--- config.mk ---
export PLATFORM = sky130hd
export DESIGN_NAME = uart_tx_sched
export DESIGN_NICKNAME = d
export VERILOG_FILES = /design/src/rtl/uart_tx_sched.sv
export SDC_FILE = /design/constraint.sdc
export NUM_CORES = 1
export LEC_CHECK = 0
export ABC_AREA = 1
export ABC_CLOCK_PERIOD_IN_PS = 1650
export CAP_MARGIN = 20
export CORE_AREA = 2 2 63 65
export DETAILED_ROUTE_END_ITERATION = 12
export DIE_AREA = 0 0 65 67
export PLACE_DENSITY = 0.73
export SLEW_MARGIN = 20
export SYNTH_ARGS = -nofsm -noshare
export SYNTH_HDL_FRONTEND = slang
export SYNTH_SLANG_ARGS = --single-unit
--- constraint.sdc ---
create_clock -name clk -period 1.65 [get_ports clk]
set_clock_uncertainty 0.1 [all_clocks]
set_input_delay 0.2475 -clock clk [delete_from_list [all_inputs] [get_ports clk]]
set_output_delay 0.2475 -clock clk [all_outputs]
set_load 0.02 [all_outputs]
--- src/rtl/uart_tx_sched.sv ---
// Two-requester round-robin scheduler in front of UART_tx.
// Sends each granted 16-bit word as two bytes via trmt/tx_data.
module uart_tx_sched #(
  parameter bit MSB_FIRST = 1'b1
) (
  input  logic        clk,
  input  logic        rst_n,
  input  logic        req0,
  input  logic [15:0] data0,
  input  logic        req1,
  input  logic [15:0] data1,
  output logic        grant0,
  output logic        grant1,
  output logic        done0,
  output logic        done1,
  output logic        busy,
  output logic        trmt,
  output logic [7:0]  tx_data,
  input  logic        tx_done
);

  typedef enum logic [2:0] {
    IDLE  = 3'd0,
    SEND1 = 3'd1,
    WAIT1 = 3'd2,
    SEND2 = 3'd3,
    WAIT2 = 3'd4
  } state_t;

  state_t      r_state;
  logic        r_last;
  logic        r_owner;
  logic [15:0] r_buf;
  logic        r_grant0;
  logic        r_grant1;
  logic        r_done0;
  logic        r_done1;
  logic        r_busy;
  logic        r_trmt;
  logic [7:0]  r_tx_data;

  logic        w_any;
  logic        w_sel;
  logic [15:0] w_word;
  logic [7:0]  w_first;
  logic [7:0]  w_second;

  // On a tie, the requester not served last wins.
  assign w_any    = req0 | req1;
  assign w_sel    = (req0 & req1) ? ~r_last : req1;
  assign w_word   = w_sel ? data1 : data0;
  assign w_first  = MSB_FIRST ? w_word[15:8] : w_word[7:0];
  assign w_second = MSB_FIRST ? r_buf[7:0] : r_buf[15:8];

  always_ff @(posedge clk or negedge rst_n) begin
    if (!rst_n) begin
      r_state   <= IDLE;
      r_last    <= 1'b1;
      r_owner   <= 1'b0;
      r_buf     <= 16'h0000;
      r_grant0  <= 1'b0;
      r_grant1  <= 1'b0;
      r_done0   <= 1'b0;
      r_done1   <= 1'b0;
      r_busy    <= 1'b0;
      r_trmt    <= 1'b0;
      r_tx_data <= 8'h00;
    end else begin
      r_grant0 <= 1'b0;
      r_grant1 <= 1'b0;
      r_done0  <= 1'b0;
      r_done1  <= 1'b0;
      r_trmt   <= 1'b0;
      case (r_state)
        IDLE: begin
          if (w_any) begin
            r_buf     <= w_word;
            r_owner   <= w_sel;
            r_last    <= w_sel;
            r_grant0  <= ~w_sel;
            r_grant1  <= w_sel;
            r_trmt    <= 1'b1;
            r_tx_data <= w_first;
            r_busy    <= 1'b1;
            r_state   <= SEND1;
          end
        end
        SEND1: r_state <= WAIT1;
        WAIT1: begin
          if (tx_done) begin
            r_trmt    <= 1'b1;
            r_tx_data <= w_second;
            r_state   <= SEND2;
          end
        end
        SEND2: r_state <= WAIT2;
        WAIT2: begin
          if (tx_done) begin
            r_done0 <= ~r_owner;
            r_done1 <= r_owner;
            r_busy  <= 1'b0;
            r_state <= IDLE;
          end
        end
        default: begin
          r_busy  <= 1'b0;
          r_state <= IDLE;
        end
      endcase
    end
  end

  assign grant0  = r_grant0;
  assign grant1  = r_grant1;
  assign done0   = r_done0;
  assign done1   = r_done1;
  assign busy    = r_busy;
  assign trmt    = r_trmt;
  assign tx_data = r_tx_data;

endmodule

==> out/summary.md <==
The flow ran to the end, and the final reports show no timing, DRC or antenna violations. The final layout contains routed wiring with a total length of 3.333 mm. The number of buffers created by CTS is 3, and the cell-internal power is 0.001904 W. In the synthesized netlist, the number of instances is 174. For the area used by sequential logic in the layout, the log shows 676.9 µm². The tools report the final count of negative-setup-slack endpoints as 0. After synthesis, the mean cell area works out to 8.190 µm². The number of nets at the end of the flow came out at 267.

Of all cell types, the one taking the most synthesized area is sky130_fd_sc_hd__dfrtp_1. The clock root buffer is sky130_fd_sc_hd__clkbuf_8. Headroom to the max-slew limit came out at 76.96%.

The first detailed-routing pass ran for 4 iterations. The number of global-route vias before repair is 1,184. After global routing, the most crowded layer is met2. Net switching is 42.83% of the power. The part of the power in registers is 34.7%, and the overall die height is 67 µm.

By area the synthesized netlist is led by sky130_fd_sc_hd__dfrtp_1 46%, sky130_fd_sc_hd__nand3_1 15%, sky130_fd_sc_hd__nand2_1 15%, sky130_fd_sc_hd__o21ai_2 4.3%, sky130_fd_sc_hd__inv_1 3.7%. Summing all multi-input logic gate instances after layout gives 629.4 µm². The routed length per instance came out at 12.03 µm. Setup repair after global routing left no endpoint under its margin.

The global-route met3 utilization came out at 2.196%. Detailed placement finished with a half-perimeter wire length of 2.494 mm. The average vias per placed instance works out to 4.755. The number of max-cap violations came out at 0. The number of synthesis warnings was 0.

The number of cells on the worst reg-to-reg path is 6. Data on the critical path is required at its endpoint by 1.30 ns. Measured along the x axis, the die boundary spans 65 µm. Dividing the final minimum period by the clock period gives 97.10%. The clock drives 27 sinks. The register bit total from synthesis was 27; the cell area after synthesis was 0.001425 mm². Clock-pin transition on the worst setup and hold timing paths: 0.09 ns. In the global route stage, met1 resource usage came out at 22.78%. The logs give 54.1% for the logic gate share of total power and 5.526 mm for the first-pass GRT wire length. Derived from the worst setup path, the maximum achievable clock frequency is 0.6242 GHz. The run gives 0 as the post-CTS setup buffer count.

The proportion of layout cells with a drive suffix above 1 came out at 13.97%. The run gives 0.9947 nW as the leakage power figure. Type of the tightest min-delay check: input port to asynchronous set/reset pin. The critical path buffer and inverter count is 1, and the total of hold buffers inserted after clock tree synthesis is 0.

TritonCTS built the clock tree. The power per cell area is 1628 mW/mm². The region available for standard cell placement spans 0.003606 mm². The category of the critical setup timing path is register to output pin. The number of rows created at floorplan is 22. The tools report the least setup slack across all paths after layout as 0.04786 ns. STA classifies the critical path endpoint as an output pin. The unique cell type count in the Yosys netlist was 19; the top-level port count was 51.

Measured on the finished design, the core utilization comes to 56.73%. After the first detailed-routing iteration, the DRC count stood at 86. The clock network fraction of total power is 11.2%. The actual slew at the worst max-slew pin is 0.3455 ns. For this run, global-route usage on met2 was measured as 26.80%. Cell at the slowest stage of the critical path: sky130_fd_sc_hd__clkdlybuf4s50_1. The run gives 0.20 ns as the slack of the worst reg-to-reg path. The number of H-tree branching levels is 1. The kind of start point of the critical path was a register. The post-detailed-route DRC marker count is 0, and the total placed instance area is 0.001998 mm². In this run the critical register-to-register path is launched from r_state[2]. For the number of hold-slack violations in the final timing report, the log shows 0. The worst register-to-register path ends at tx_data[7]. The placer's final routability congestion estimate is 0.7525.

The initial utilization of the core area, before any placement, comes to 39.52%. Post-synthesis to final-layout area growth: 43.55%. For the finished layout, the period the worst path requires is 1.602 ns. The worst-case IR drop observed on VDD is 544.7 µV. At the later pin of the worst-skew pair, clock insertion delay measures 0.27 ns. The signal on the critical path passes through clkdlybuf4s50_1. Entering global routing, the biggest net connects 28 pins.

The detail route stage leaves a number of antenna-violating nets equal to 0. The final count of pins violating max slew was 0. Initial antenna violation count: 0.

STA puts the critical path data arrival time at 1.25 ns. Counting every net in the synthesized netlist gives 211. At the placement stage, the worst setup path has a slack of -0.05243 ns.

Post-synthesis sequential area ratio: 47.50%. The family of cells with the greatest summed delay on the critical path was buffers and inverters. The logs give 16.92% for the global routing usage summed across all routing layers and 0 for the global route total overflow.

For this run, the slowest stage of the critical path takes 0.61 ns. The net load switching power is 0.001427 W, and the total of cells resized after clock tree synthesis is 0. The run gives 0.002046 mm² as the final design instance area without fill. The run gives 0.004355 mm² as the die footprint. The number of antenna diodes in the final layout is 0. For the overall via count from detail_route, the log shows 1,317. Maximum root-to-sink buffer count: 2.

Along the worst path, the maximum fanout reaches 2. The final-layout fill cell count was 331. The tightest hold path in the finished design has a slack of 0.2373 ns. Input and output buffers added on the ports amount to 50. The area share of the leading cell type in the synthesized netlist works out to 45.65%.
==> synth_stat cells, drive strengths merged <==
| master | instances |
|---|---|
| nor2 | 4 |
| o21ai | 8 |
| nand3 | 49 |
| inv | 17 |
| buf | 6 |
| dfrtp | 26 |
| a21oi | 1 |
| dfstp | 1 |
| nor3 | 2 |
| nand2 | 60 |
==> routing by layer <==
metal	wire length [µm]	up-vias	share of wire (%)
li1	-	674	-
met1	1578	584	47
met2	1501	54	45
met3	186	5	5.6
met4	66	0	2.0
met5	0	-	0
==> power groups by stage <==
stage	combinational [W]	sequential (W)	clock [W]
after floorplan	0.00108	0.00131	0
after global routing	0.00202	0.00119	0.000421
after CTS	0.00182	0.00115	0.000383
final	0.00180	0.00116	0.000373
after detailed placement	0.00182	0.00116	0
after global placement	0.00178	0.00116	0
==> per-stage QoR <==
| step | total power, W | setup TNS, ns | instances |
|---|---|---|---|
| finish | 0.003331 | 0 | 277 |
| detailed placement | 0.002980 | -0.5768 | 273 |
| CTS | 0.003356 | 0 | 277 |
| floorplan | 0.002388 | 0 | 174 |
| global route | 0.003626 | 0 | 277 |
| global placement | 0.002946 | 0 | 273 |
==> layout by cell type, fill, tap and decap left out, types with 3 or more instances in the layout <==
cell / n
sky130_fd_sc_hd__clkbuf_8: 3
sky130_fd_sc_hd__nand3_1: 43
sky130_fd_sc_hd__nand2_1: 56
sky130_fd_sc_hd__dfrtp_1: 26
sky130_fd_sc_hd__inv_1: 14
sky130_fd_sc_hd__nand2_2: 4
sky130_fd_sc_hd__nand3_2: 4
sky130_fd_sc_hd__o21ai_2: 7
sky130_fd_sc_hd__clkdlybuf4s50_1: 49
sky130_fd_sc_hd__nor2_1: 3
sky130_fd_sc_hd__buf_4: 6
==> logic make-up after synthesis <==
group	count (synthesis)	share of synthesized area [%]
flops	27	47.50
buf+inv	23	8.341
simple gates	115	39.16
compound gates	9	5.004
==> area by class of cell <==
class,instances,area share [%]
clock buffer,4,2.202
tap,48,2.936
inverter,17,3.242
timing repair buffer,57,27.77
multi-input combinational,124,30.76
sequential,27,33.09
==> registers in the layout, indices dropped and copies added (netlist names) <==
name	cells
r_state	3
trmt	1
done1	1
busy	1
tx_data	8
grant1	1
r_last	1
r_owner	1
done0	1
r_buf	8
grant0	1
==> how the worst max path moves through the flow <==
stage | from | to | slack, ns | cells past startpoint
after CTS | tx_data[0] | tx_data[0] | 0.05 | 1
after global routing | tx_data[3] | tx_data[3] | 0.01 | 1
after floorplan | r_last | tx_data[0] | 0.38 | 7
final | tx_data[2] | tx_data[2] | 0.05 | 1
after global placement | req1 | r_buf[1] | 0.007 | 7
after detailed placement | req1 | r_buf[2] | -0.05 | 7
Power figures use the tool's default switching activity.
